### config.mk
export PLATFORM = sky130hd
export DESIGN_NAME = bcd2bin_serial
export DESIGN_NICKNAME = d
export VERILOG_FILES = /design/src/rtl/bcd2bin_serial.sv
export SDC_FILE = /design/constraint.sdc
export NUM_CORES = 1
export LEC_CHECK = 0
export CAP_MARGIN = 20
export CORE_UTILIZATION = 45
export CTS_BUF_LIST = sky130_fd_sc_hd__clkbuf_4
export DETAILED_ROUTE_END_ITERATION = 6
export GPL_ROUTABILITY_DRIVEN = 0
export PLACE_DENSITY_LB_ADDON = 0.2
export SLEW_MARGIN = 20
export SYNTH_ARGS = -nofsm -noshare
export SYNTH_HDL_FRONTEND = slang
export SYNTH_SLANG_ARGS = --single-unit
### constraint.sdc
create_clock -name clk -period 2.3 [get_ports clk]
set_clock_uncertainty 0.05 [all_clocks]
set_input_delay 0.23 -clock clk [delete_from_list [all_inputs] [get_ports clk]]
set_output_delay 0.23 -clock clk [all_outputs]
set_load 0.02 [all_outputs]
### src/rtl/bcd2bin_serial.sv
// bcd2bin_serial: serial BCD-to-binary converter (reverse double-dabble).
// A handshake captures DIGITS packed BCD digits. The block then shifts
// {bcd_reg, bin_reg} right once per cycle for BIN_W cycles, and after each
// shift it subtracts 3 from every BCD digit that is >= 8. The result is held
// until the consumer takes it.
// Optional macro BCD2BIN_CHECK_EN: builds an input digit check. When a captured
// digit is > 9, the block skips the conversion and reports err=1 with bin_out=0.
module bcd2bin_serial #(
  parameter int DIGITS = 3,
  parameter int BIN_W  = 10
) (
  input  logic                  clk,
  input  logic                  rst_n,
  input  logic                  in_valid,
  output logic                  in_ready,
  input  logic [4*DIGITS-1:0]   bcd_in,
  output logic                  out_valid,
  input  logic                  out_ready,
  output logic [BIN_W-1:0]      bin_out,
  output logic                  err
);

  localparam int CNT_W = $clog2(BIN_W + 1);
  localparam logic [CNT_W-1:0] LAST_IT = CNT_W'(BIN_W - 1);

  localparam logic [1:0] IDLE = 2'd0;
  localparam logic [1:0] CONV = 2'd1;
  localparam logic [1:0] DONE = 2'd2;

  logic [1:0]          state;
  logic [4*DIGITS-1:0] bcd_reg;
  logic [BIN_W-1:0]    bin_reg;
  logic [CNT_W-1:0]    cnt;
  logic                accept;

  // After the right shift, a digit >= 8 has absorbed a half-weight bit from
  // the digit above. Subtracting 3 restores a valid base-10 digit.
  function automatic logic [4*DIGITS-1:0] adjust_digits(input logic [4*DIGITS-1:0] v);
    logic [4*DIGITS-1:0] r;
    r = v;
    for (int i = 0; i < DIGITS; i++) begin
      if (v[4*i+3]) r[4*i +: 4] = v[4*i +: 4] - 4'd3;
    end
    return r;
  endfunction

`ifdef BCD2BIN_CHECK_EN
  // True when any packed digit lies outside 0..9.
  function automatic logic has_bad_digit(input logic [4*DIGITS-1:0] v);
    logic bad;
    bad = 1'b0;
    for (int i = 0; i < DIGITS; i++) begin
      if (v[4*i +: 4] > 4'd9) bad = 1'b1;
    end
    return bad;
  endfunction
`endif

  assign accept    = in_valid && (state == IDLE);
  assign in_ready  = (state == IDLE);
  assign out_valid = (state == DONE);
  assign bin_out   = bin_reg;

  // Control FSM, iteration counter and binary shift register.
  always_ff @(posedge clk or negedge rst_n) begin
    if (!rst_n) begin
      state   <= IDLE;
      cnt     <= '0;
      bin_reg <= '0;
    end else begin
      case (state)
        IDLE: begin
          if (in_valid) begin
            bin_reg <= '0;
            cnt     <= '0;
`ifdef BCD2BIN_CHECK_EN
            state   <= has_bad_digit(bcd_in) ? DONE : CONV;
`else
            state   <= CONV;
`endif
          end
        end
        CONV: begin
          bin_reg <= {bcd_reg[0], bin_reg[BIN_W-1:1]};
          cnt     <= cnt + CNT_W'(1);
          if (cnt == LAST_IT) state <= DONE;
        end
        DONE: begin
          if (out_ready) state <= IDLE;
        end
        default: state <= IDLE;
      endcase
    end
  end

  // BCD shift register. It is pure data and is only meaningful after a capture.
  always_ff @(posedge clk) begin
    if (accept) begin
      bcd_reg <= bcd_in;
    end else if (state == CONV) begin
      bcd_reg <= adjust_digits(bcd_reg >> 1);
    end
  end

`ifdef BCD2BIN_CHECK_EN
  logic err_reg;

  // Record the digit-check verdict for the value just captured.
  always_ff @(posedge clk or negedge rst_n) begin
    if (!rst_n) begin
      err_reg <= 1'b0;
    end else if (accept) begin
      err_reg <= has_bad_digit(bcd_in);
    end
  end

  assign err = err_reg;
`else
  assign err = 1'b0;
`endif

endmodule

==> out/qor.txt, run 1 <==
pin count of the biggest net entering global routing: 21
DR DRC count: 6
initial antenna violation count: 0
fin area: 1690 sq um
slowest CP cell: clkdlybuf4s50_1
Clock Path Buffers: 2
internal power: 1.46 mW
EDFF count, synth: 12
CTS resizes: 0
Iter 0 DRT Violations: 25
R2R setup slack: 0.61 ns
Worst Path Max Fanout: 7
Top FF cell, synth: dfrtp_1
Synth area leaders: dfrtp_1 (30%), edfxtp_1 (27%), nand2_1 (11%), ha_1 (3.7%), nand3_2 (3.7%)
Slew headroom: 52.4%
combinational fraction of design power: 42.0%
WL final: 2450 um
Initial Util: 48.3%
clock slew seen by the registers of the worst setup and hold paths: 0.16 ns
failing checks: design-rule violations
CTS tree: built
Antenna diodes: 0
Worst Setup End Kind: primary output
worst path arrival time: 1.63 ns
max reg flops: 12
Peak VDD IR: 0.596 mV
H-tree levels: 1
postcts setup bufs: 0
status: finished, violations left
fill cell count: 255
most frequent cells after synthesis: nand2_1 (38), dfrtp_1 (16), edfxtp_1 (12)
hold violation total from the final report: 0
IO Port Bufs: 27
Static Leak: 0.745 nW
number of hold buffers added after CTS: 0
largest area contributor in the netlist: dfrtp_1
Slew Limit Fails: 0
Post-Syn Nets: 150
num ports: 29
Distinct cells, synth: 27
top cell type's share of synthesized area: 29.6%
first-pass iteration count of the detailed router: 6
Clock Sinks: 28
largest stage delay on the critical path: 0.60 ns
vias in the first global route: 971
Die Wd: 56.9 um
most numerous cell in the Yosys netlist: nand2_1
synth warn: 0
max-capacitance violation count: 0
RSZ-0062 raised after global routing: no
Setup crit start kind: register
Mapped Area: 1350 sq um
slew of the pin with the lowest slew margin: 0.712 ns
grt total ovfl: 0
cell family with most CP delay: buffers and inverters
r2r worst-path depth: 2
critical path class: reg2out
Setup violations, final: 0
Final ANT Viol Nets: 0
Seq. cell area: 761 sq um
worst hold path type: in2async
Worst R2R Start: state[0]$_DFFE_PN0P_
P_sw: 0.868 mW
WP buf/inv: 1
Via-to-Cell Ratio: 5.13
share of layout cells above drive strength 1: 8.92%
pwr dens: 1380 nW/um^2
Clk Latency, worst-skew pair: 0.32 ns
f_max: 523 MHz
post-DR wirelength/cell: 13.0 um
first-pass GRT wire length: 4290 um
post-route minimum period: 1.91 ns
synthesized instance count: 130
layout net count: 178
WHS: 0.256 ns
number of synthesized register bits: 28
worst-path cell chain: and2b_1, clkdlybuf4s50_1
Clk network pwr share: 13.7%
fin crit share: 83.1%
TritonCTS buffer count: 3
dpl hpwl: 1710 um
reg-to-reg endpoint: bcd_reg[2]$_DFFE_PP_
Req. time, crit path: 2.02 ns
switch share: 37.3%
Global Route Usage Sum: 17.2%
mean area per synthesized cell: 10.4 sq um
via count: 964
ys async rst share: 57.1%
Die ar.: 3230 sq um
register area share after synthesis: 56.2%
Core ar.: 2810 sq um
Core Rows: 19
sequential share of power: 44.2%
Fin Setup TNS: 0 ns
footprint of the multi-input gates: 527 sq um
DP Area: 1630 sq um
Syn-to-layout area delta: 24.6%
clk root buf: clkbuf_4
Die Height: 56.9 um
[cell families after synthesis]
| group | count (synthesis) | share of synthesized area [%] |
|---|---|---|
| simple gates | 65 | 23.4 |
| buf+inv | 10 | 5.27 |
| flops | 28 | 56.2 |
| other cells | 1 | 0.277 |
| fa+ha+maj | 4 | 3.70 |
| compound gates | 15 | 6.38 |
| xor+xnor | 4 | 2.59 |
| mux | 3 | 2.22 |
[metrics by stage]
| step | setup slack [ns] | total power [mW] | util [%] | std cells |
|---|---|---|---|---|
| 4_1_cts | 0.390 | 2.35 | 60.1 | 188 |
| 3_5_place_dp | 0.393 | 2.03 | 58.3 | 184 |
| 3_3_place_gp | 0.449 | 1.98 | 58.3 | 184 |
| 6_report | 0.388 | 2.33 | 60.1 | 188 |
| 5_1_grt | 0.317 | 2.52 | 60.1 | 188 |
| 2_1_floorplan | 0.553 | 1.67 | - | 130 |
[power groups by stage]
stage	sequential [mW]	combinational (mW)	clock, mW
2_1_floorplan	1.09	0.582	0
3_3_place_gp	1.03	0.950	0
3_5_place_dp	1.04	0.992	0
4_1_cts	1.03	0.998	0.326
5_1_grt	1.07	1.11	0.343
6_report	1.03	0.979	0.320
[how the worst max path moves through the flow]
stage | from | end | depth (start not counted) | slack (ns)
after global placement | in_valid | bcd_reg[2]$_DFFE_PP_ | 3 | 0.45
after detailed placement | in_valid | bcd_reg[2]$_DFFE_PP_ | 3 | 0.39
after global routing | state[0]$_DFFE_PN0P_ | out_valid | 2 | 0.32
final | state[0]$_DFFE_PN0P_ | out_valid | 2 | 0.39
after floorplan | state[0]$_DFFE_PN0P_ | bcd_reg[0]$_DFFE_PP_ | 4 | 0.55
after CTS | state[0]$_DFFE_PN0P_ | out_valid | 2 | 0.39
[per-layer routing]
layer	global-route usage [%]	vias to the layer above	share of wire, %
li1	-	487	-
met1	23.9	452	48
met2	28.4	23	47
met3	2.07	2	3.8
met4	5.23	0	1.0
met5	0	-	0
[cells in the final DEF (no fill, tap or decap), drive strengths merged, types with 2 or more instances in the layout]
cell           count
buf                4
nand3             13
nor2               4
a21oi              2
inv                2
nand2             38
edfxtp            12
xnor2              4
o21ai             10
ha                 4
a22o               3
nor2b              3
clkdlybuf4s50     27
dfrtp             16
mux2i              3
clkbuf             3
[final cells by class]
| cell class | instances | area share (%) |
|---|---|---|
| Clock buffer | 3 | 1.34 |
| Clock inverter | 1 | 1.78 |
| Inverter | 2 | 0.445 |
| Multi-Input combinational cell | 92 | 31.2 |
| Sequential cell | 28 | 45.1 |
| Tap cell | 31 | 2.30 |
| Timing Repair Buffer | 31 | 17.8 |
Power figures use the tool's default switching activity.
==> run 2, diff against run 1 <==
- clock period: 2.3 -> 1.9 ns (I/O delays scaled with it)
==> out/qor.txt, run 2 (synthesized netlist as in run 1, its figures left out) <==
DR DRC count: 5
Final ANT Viol Nets: 0
Iter 0 DRT Violations: 38
postcts setup bufs: 0
CTS tree: built
share of layout cells above drive strength 1: 10.1%
fin crit share: 93.0%
pwr dens: 1670 nW/um^2
max-capacitance violation count: 0
sequential share of power: 43.1%
Setup crit start kind: register
post-DR wirelength/cell: 13.0 um
num ports: 29
clk root buf: clkbuf_4
post-route minimum period: 1.77 ns
hold violation total from the final report: 0
status: finished, violations left
worst setup path end: in_ready
max reg flops: 12
CTS resizes: 0
IO Port Bufs: 27
R2R setup slack: 0.33 ns
Worst Path Max Fanout: 7
Clk Latency, worst-skew pair: 0.33 ns
combinational fraction of design power: 43.5%
most common cell after layout, fill and taps aside: nand2_1
Worst R2R Start: state[0]$_DFFE_PN0P_
pin count of the biggest net entering global routing: 21
Fin Setup TNS: 0 ns
Clock Sinks: 28
Req. time, crit path: 1.66 ns
dpl hpwl: 1730 um
internal power: 1.82 mW
clock slew seen by the registers of the worst setup and hold paths: 0.16 ns
Die ar.: 3230 sq um
Setup WS pre-CTS: 0.181 ns
worst path arrival time: 1.53 ns
first-pass GRT wire length: 4360 um
Setup violations, final: 0
critical path class: reg2out
H-tree levels: 1
Via-to-Cell Ratio: 5.19
Core ar.: 2810 sq um
Clock Path Buffers: 2
reg-to-reg endpoint: bcd_reg[10]$_DFFE_PP_
fin worst setup slack: 0.132 ns
Clk network pwr share: 13.4%
Die Wd: 56.9 um
Initial Util: 48.3%
first-pass iteration count of the detailed router: 6
Static Leak: 0.781 nW
RSZ-0062 raised after global routing: no
Worst Setup End Kind: primary output
initial antenna violation count: 0
layout net count: 180
f_max: 566 MHz
number of hold buffers added after CTS: 0
Slew Limit Fails: 0
Peak VDD IR: 0.730 mV
via count: 986
Syn-to-layout area delta: 27.7%
grt total ovfl: 0
WL final: 2480 um
Die Height: 56.9 um
TritonCTS buffer count: 3
P_sw: 1.07 mW
worst hold path type: in2async
Global Route Usage Sum: 17.5%
r2r worst-path depth: 4
Core Rows: 19
switch share: 37.0%
Antenna diodes: 0
failing checks: design-rule violations
CP Launch Point: state[0]$_DFFE_PN0P_
most frequent cells in the layout: nand2_1 (38), clkdlybuf4s50_1 (26), dfrtp_1 (16), edfxtp_1 (12), o21ai_0 (10)
vias in the first global route: 1,001
run 2: changes by cell type in the layout (fill, tap and decap cells not counted), sizes merged:
| cell | before | now |
|---|---|---|
| buf | 4 | 6 |
| clkdlybuf4s50 | 27 | 26 |
| dlymetal6s2s | 0 | 1 |
run 2: worst min path at each step:
stage	startpoint	endpoint	slack (ns)	cells past startpoint
global placement	bcd_reg[0]$_DFFE_PP_	bin_out[9]$_DFFE_PN0P_	0.40	2
global route	rst_n	state[1]$_DFFE_PN0P_	0.11	2
floorplan	rst_n	bin_out[0]$_DFFE_PN0P_	-0.16	0
finish	rst_n	state[0]$_DFFE_PN0P_	0.12	2
CTS	rst_n	state[1]$_DFFE_PN0P_	0.13	2
detailed placement	bcd_reg[0]$_DFFE_PP_	bin_out[9]$_DFFE_PN0P_	0.38	2
run 2: metal layers:
layer / track usage [%] / share of wire (%) / vias up / wire length (um)
met4: 5.23 / 0.77 / 0 / 19
met1: 22.7 / 46 / 474 / 1150
met2: 30.3 / 49 / 17 / 1230
met5: 0 / 0 / - / 0
met3: 2.53 / 3.4 / 2 / 84
li1: - / - / 493 / -
run 2: power groups by stage:
stage                     registers [mW]  clock network [mW]  logic (mW)
after floorplan                     1.32                   0       0.705
after detailed placement            1.25                   0        1.27
after global placement              1.24                   0        1.22
after CTS                           1.25               0.392        1.28
final                               1.25               0.388        1.26
after global routing                1.29               0.420        1.41
run 2: critical path, cell delays in order, from the launching register on:
cell,delay (ns)
dfrtp_1,0.47
nor2_1,0.13
clkdlybuf4s50_1,0.60
run 2: final cells by class:
type / count / area (sq um)
fill: 258 / 1080
sequential: 28 / 761
multi-input combinational: 92 / 527
timing repair buffer: 33 / 343
tap: 31 / 38.8
clock inverter: 1 / 30.0
clock buffer: 3 / 22.5
inverter: 2 / 7.51
run 2: per-stage QoR:
stage / power, mW / std cells / cell area [sq um] / hold WS [ns] / util [%]
after detailed placement: 2.53 / 186 / 1670 / 0.385 / 59.7
after CTS: 2.92 / 190 / 1730 / 0.131 / 61.6
after global routing: 3.11 / 190 / 1730 / 0.108 / 61.6
final: 2.89 / 190 / 1730 / 0.119 / 61.6
after global placement: 2.46 / 186 / 1670 / 0.397 / 59.7
after floorplan: 2.03 / 130 / 1350 / -0.156 / -
